`src/rtl/mips_pkg.sv`:
```
// Shared widths, reset/bubble constants and the IF/ID payload type for the MIPS pipeline.
package mips_pkg;

  localparam int unsigned INSTR_W    = 32;
  localparam int unsigned ADDR_W     = 32;
  localparam int unsigned WORD_BYTES = 4;

  localparam logic [ADDR_W-1:0]  RESET_PC  = 32'h0000_0000;
  localparam logic [INSTR_W-1:0] NOP_INSTR = 32'h0000_0000;  // sll $0,$0,0

  typedef logic [INSTR_W-1:0] instr_t;
  typedef logic [ADDR_W-1:0]  addr_t;

  // One IF/ID pipeline entry
  typedef struct packed {
    instr_t instr;
    addr_t  pc_plus4;
    logic   valid;
  } if_id_t;

endpackage : mips_pkg

```
`src/rtl/if_id_register.sv`:
```
// IF/ID pipeline register with stall-hold and flush-to-bubble controls.
module if_id_register
  import mips_pkg::*;
#(
  parameter instr_t NOP = mips_pkg::NOP_INSTR
) (
  input  logic   clk,
  input  logic   rst_n,
  input  logic   stall,
  input  logic   flush,
  input  if_id_t fetch_in,
  output if_id_t if_id_out
);

  if_id_t if_id_q;
  if_id_t if_id_d;

  // Flush beats stall; an invalid fetch is captured as a bubble but keeps its PC+4
  always_comb begin
    if_id_d = if_id_q;
    if (flush) begin
      if_id_d.instr    = NOP;
      if_id_d.pc_plus4 = '0;
      if_id_d.valid    = 1'b0;
    end else if (!stall) begin
      if_id_d.instr    = fetch_in.valid ? fetch_in.instr : NOP;
      if_id_d.pc_plus4 = fetch_in.pc_plus4;
      if_id_d.valid    = fetch_in.valid;
    end
  end

  // Register with synchronous active-low reset
  always_ff @(posedge clk) begin
    if (!rst_n) begin
      if_id_q.instr    <= NOP;
      if_id_q.pc_plus4 <= '0;
      if_id_q.valid    <= 1'b0;
    end else begin
      if_id_q <= if_id_d;
    end
  end

  assign if_id_out = if_id_q;

endmodule : if_id_register

```
`src/rtl/fetch_stage.sv`:
```
// Instruction fetch: PC, redirect/stall control, range and alignment checks, fetch counter.
module fetch_stage #(
  parameter logic [31:0] RESET_PC         = mips_pkg::RESET_PC,
  parameter logic [31:0] NOP_INSTR        = mips_pkg::NOP_INSTR,
  parameter int unsigned IMEM_DEPTH_WORDS = 1024
) (
  input  logic        Clk,
  input  logic        Reset,
  input  logic        StallIF,
  input  logic        RedirectValid,
  input  logic [31:0] RedirectTarget,
  input  logic [31:0] InstructionIn,
  output logic [31:0] PCOut,
  output logic [31:0] InstructionID,
  output logic [31:0] PCPlus4ID,
  output logic        ValidID,
  output logic        MisalignedError,
  output logic        RangeError,
  output logic [31:0] FetchCount
);

  import mips_pkg::*;

  // One past the last fetchable byte; 33 bits so large depths cannot overflow
  localparam logic [32:0] IMEM_LIMIT = 33'(IMEM_DEPTH_WORDS) * 33'(WORD_BYTES);
  localparam logic [31:0] CNT_MAX    = 32'hFFFF_FFFF;

  addr_t       pc_q, pc_d;
  logic        mis_err_q, mis_err_d;
  logic        rng_err_q, rng_err_d;
  logic [31:0] fetch_cnt_q, fetch_cnt_d;

  addr_t       pc_plus4_c;
  logic        in_range_c;
  if_id_t      fetch_in_c;
  if_id_t      if_id_c;

  // Sequential PC address and the in-range test on the current PC
  always_comb begin
    pc_plus4_c = pc_q + 32'(WORD_BYTES);
    in_range_c = ({1'b0, pc_q} < IMEM_LIMIT);
  end

  // Next PC, sticky error flags and saturating fetch counter; redirect outranks stall
  always_comb begin
    pc_d        = pc_q;
    mis_err_d   = mis_err_q;
    rng_err_d   = rng_err_q;
    fetch_cnt_d = fetch_cnt_q;
    if (RedirectValid) begin
      pc_d = {RedirectTarget[31:2], 2'b00};
      if (RedirectTarget[1:0] != 2'b00) begin
        mis_err_d = 1'b1;
      end
    end else if (!StallIF) begin
      pc_d = pc_plus4_c;
      if (in_range_c) begin
        if (fetch_cnt_q != CNT_MAX) begin
          fetch_cnt_d = fetch_cnt_q + 32'd1;
        end
      end else begin
        rng_err_d = 1'b1;
      end
    end
  end

  // PC, flags and counter registers with synchronous active-low reset
  always_ff @(posedge Clk) begin
    if (!Reset) begin
      pc_q        <= RESET_PC;
      mis_err_q   <= 1'b0;
      rng_err_q   <= 1'b0;
      fetch_cnt_q <= '0;
    end else begin
      pc_q        <= pc_d;
      mis_err_q   <= mis_err_d;
      rng_err_q   <= rng_err_d;
      fetch_cnt_q <= fetch_cnt_d;
    end
  end

  // Payload offered to IF/ID this cycle
  always_comb begin
    fetch_in_c.instr    = InstructionIn;
    fetch_in_c.pc_plus4 = pc_plus4_c;
    fetch_in_c.valid    = in_range_c;
  end

  if_id_register #(
    .NOP (NOP_INSTR)
  ) u_if_id (
    .clk       (Clk),
    .rst_n     (Reset),
    .stall     (StallIF),
    .flush     (RedirectValid),
    .fetch_in  (fetch_in_c),
    .if_id_out (if_id_c)
  );

  assign PCOut           = pc_q;
  assign InstructionID   = if_id_c.instr;
  assign PCPlus4ID       = if_id_c.pc_plus4;
  assign ValidID         = if_id_c.valid;
  assign MisalignedError = mis_err_q;
  assign RangeError      = rng_err_q;
  assign FetchCount      = fetch_cnt_q;

endmodule : fetch_stage

```
`config.mk`:
```
export PLATFORM = sky130hd
export DESIGN_NAME = fetch_stage
export DESIGN_NICKNAME = d
export VERILOG_FILES = /design/src/rtl/mips_pkg.sv /design/src/rtl/if_id_register.sv /design/src/rtl/fetch_stage.sv
export SDC_FILE = /design/constraint.sdc
export NUM_CORES = 1
export LEC_CHECK = 0
export CORE_MARGIN = 1
export CORE_UTILIZATION = 46
export CTS_CLUSTER_DIAMETER = 200
export DETAILED_ROUTE_END_ITERATION = 10
export GPL_TIMING_DRIVEN = 0
export PLACE_DENSITY = 0.81
export SYNTH_ARGS = -nofsm -noshare
export SYNTH_HDL_FRONTEND = slang
export SYNTH_SLANG_ARGS = --single-unit
```
`constraint.sdc`:
```
create_clock -name Clk -period 2.55 [get_ports Clk]
set_input_delay 0.51 -clock Clk [delete_from_list [all_inputs] [get_ports Clk]]
set_output_delay 0.51 -clock Clk [all_outputs]
set_load 0.005 [all_outputs]
```
==> metrics.csv <==
metric,value,unit
run status,completed,
Die W,115.3,um
TritonCTS buffer count,17,
Setup Viol. Count Final,0,
First-pass DRT Iterations,5,
Period minus WS final,2.446,ns
Mean Syn Cell Area,8.096,sq um
Max Cap Viol,0,
power per cell area,587.6,nW/um^2
Post-CTS Repair Setup Buffers,0,
vias in the first global route,5811,
Final Skew,0.007425,ns
mapped cell area,5902,sq um
Power Total,5138,uW
"Clk pin slew, worst setup/hold paths",0.06,ns
leakage power,0.002838,uW
RSZ-0062 raised after global routing,no,
Diodes inserted,0,
Final Hold Vio Count,0,
top_reg_cell synth,dfxtp_1,
WS Path Type,reg2reg,
Mapped Cells,729,
hold path start,u_if_id.if_id_out[15],
fraction of layout cells with a size suffix above 1,6.695,%
Total Nets Final,1014,
Final Non-Filler Cells,1128,
PortBufs,193,
mean routed wirelength per cell,16.44,um
routability congestion estimate,0.8868,
Vias,6246,
register bit total from synthesis,127,
number of synthesized flops with an enable pin,0,
final worst setup slack,0.1041,ns
YS warnings,0,
dpl cells,1097,
P&R area growth vs syn,48.15,%
Final HPWL DP,13.34,mm
"Remaining Overflow, GRT",0,
hold depth,2,
Max Freq,408.8,MHz
Initial DRC Count,447,
reg2reg end,PCOut[29],
CTS sink cnt,127,
pre-CTS setup slack,-0.4490,ns
Worst Setup End Kind,flip-flop,
"commonest non-fill, non-tap cells in the layout","193 x clkdlybuf4s50_1, 127 x dfxtp_1, 85 x nand2_1",
core area,12570,sq um
Setup crit start,PCOut[4],
sequential area share after synthesis,43.08,%
worst-path maximum fanout,8,
initial antenna violation count,0,
CTS root buf,clkbuf_16,
Hold Path Sink,u_if_id.if_id_out[15],
Routed Antenna Nets,0,
GRT Util Overall,28.20,%
cell taking the most area after synthesis,dfxtp_1,
CTS tree,built,
fin crit share,95.92,%
CP Launch Type,flip-flop,
post-synthesis async set-or-reset flop share,0,%
required time worst endpoint,2.90,ns
# rows,41,
Die Y,115.3,um
Worst R2R Setup Slack,0.10,ns
"most common cell after layout, fill and taps aside",clkdlybuf4s50_1,
"top cells by area, synth","dfxtp_1 43%, a21oi_1 7.0%, nand3_1 5.6%",
Hold WS,0.4483,ns
first-pass GRT wire length,28.66,mm
Worst R2R Path Depth,6,
Yosys cell types,50,
largest net degree at the start of global routing,17,
Post-Route WL,18.54,mm
Worst Tran Pin Value,0.8769,ns
Synth top area share,43.08,%
Critical Path AT,2.80,ns
vias per inst,5.537,
Ports,199,
H-tree Lvls,4,
CTS max path bufs,2,
Die Area,13290,sq um
DR DRC count,0,
Hold WC Path Type,reg2reg,
worst skew pair latency,0.42,ns
worst r2r src,PCOut[4],
Initial Util,46.96,%
Slew HR,41.09,%
Peak VDD IR,352.1,uV
fin. max-slew vios,0,
## cell usage after synthesis, types with 4 or more instances
master	count
clkbuf_1	40
nand2_1	85
nand4_1	20
nor2_1	45
o21ai_0	47
buf_4	5
a21oi_1	83
nor4_2	4
xor2_1	30
xnor2_1	21
buf_2	8
nor4_1	17
or3_1	14
mux2i_1	9
dfxtp_1	127
or4_1	15
o31ai_1	13
a211oi_1	11
inv_1	12
nor3_1	14
nand3_1	66
## timing repair
| item | CTS | global route |
|---|---|---|
| hold buffers | 0 | 0 |
| gates resized for setup | 4 | 11 |
| setup endpoints to repair | 11 | 64 |
## report_power, final
part	internal [uW]	switching (uW)	total, uW
combinational	255	233	488
sequential	2030	58.8	2090
clock	1700	853	2560
total	3990	1140	5140
## area by class of cell
class | count | area, sq um
sequential | 127 | 2542
fill | 1008 | 3825
multi-input combinational | 533 | 3128
timing repair buffer | 193 | 1932
tap | 172 | 215.2
inverter | 15 | 56.30
clock inverter | 6 | 130.1
buffer | 57 | 254.0
clock buffer | 25 | 485.5
## flip-flops by register name (all words and copies together) (netlist names)
register,flops
u_if_id.if_id_out,63
MisalignedError,1
RangeError,1
PCOut,30
FetchCount,32
## kinds of logic after synthesis
family | after synthesis | synth area share (%)
xor+xnor | 51 | 7.568
fa+ha+maj | 2 | 0.4239
buf+inv | 72 | 5.215
mux | 9 | 1.526
compound gates | 168 | 16.18
flops | 127 | 43.08
simple gates | 299 | 25.95
other cells | 1 | 0.06354
## metrics by stage
stage | instance area [sq um] | setup TNS (ns) | util, %
final | 8743 | 0 | 69.57
after global routing | 8743 | 0 | 69.57
after CTS | 8697 | 0 | 69.20
after detailed placement | 8060 | -10.51 | 64.13
after global placement | 8060 | -9.208 | 64.13
after floorplan | 5913 | 0 | -
## per-layer routing
layer / wire (um) / vias up / GRT usage (%) / part of all wire (%)
met4: 533 / 0 / 13.68 / 2.9
li1: - / 3033 / - / -
met2: 8667 / 281 / 46.10 / 47
met3: 1621 / 52 / 8.487 / 8.7
met1: 7722 / 2880 / 33.87 / 42
met5: 0 / - / 0 / 0
## worst max-delay path by stage
stage	end	depth (start not counted)	slack [ns]
2_1_floorplan	FetchCount[27]	6	0.35
3_3_place_gp	u_if_id.if_id_out[9]	7	-0.41
5_1_grt	PCOut[29]	6	0.02
6_report	PCOut[29]	6	0.10
3_5_place_dp	u_if_id.if_id_out[8]	7	-0.45
4_1_cts	u_if_id.if_id_out[56]	7	0.01
## critical path, cell delays in order, from the launching register on
cell,delay [ns]
dfxtp_1,0.34
buf_2,0.18
nand4_1,0.38
nor3_1,0.82
nand2_1,0.13
or3_1,0.38
a31oi_1,0.15
Power figures use the tool's default switching activity.
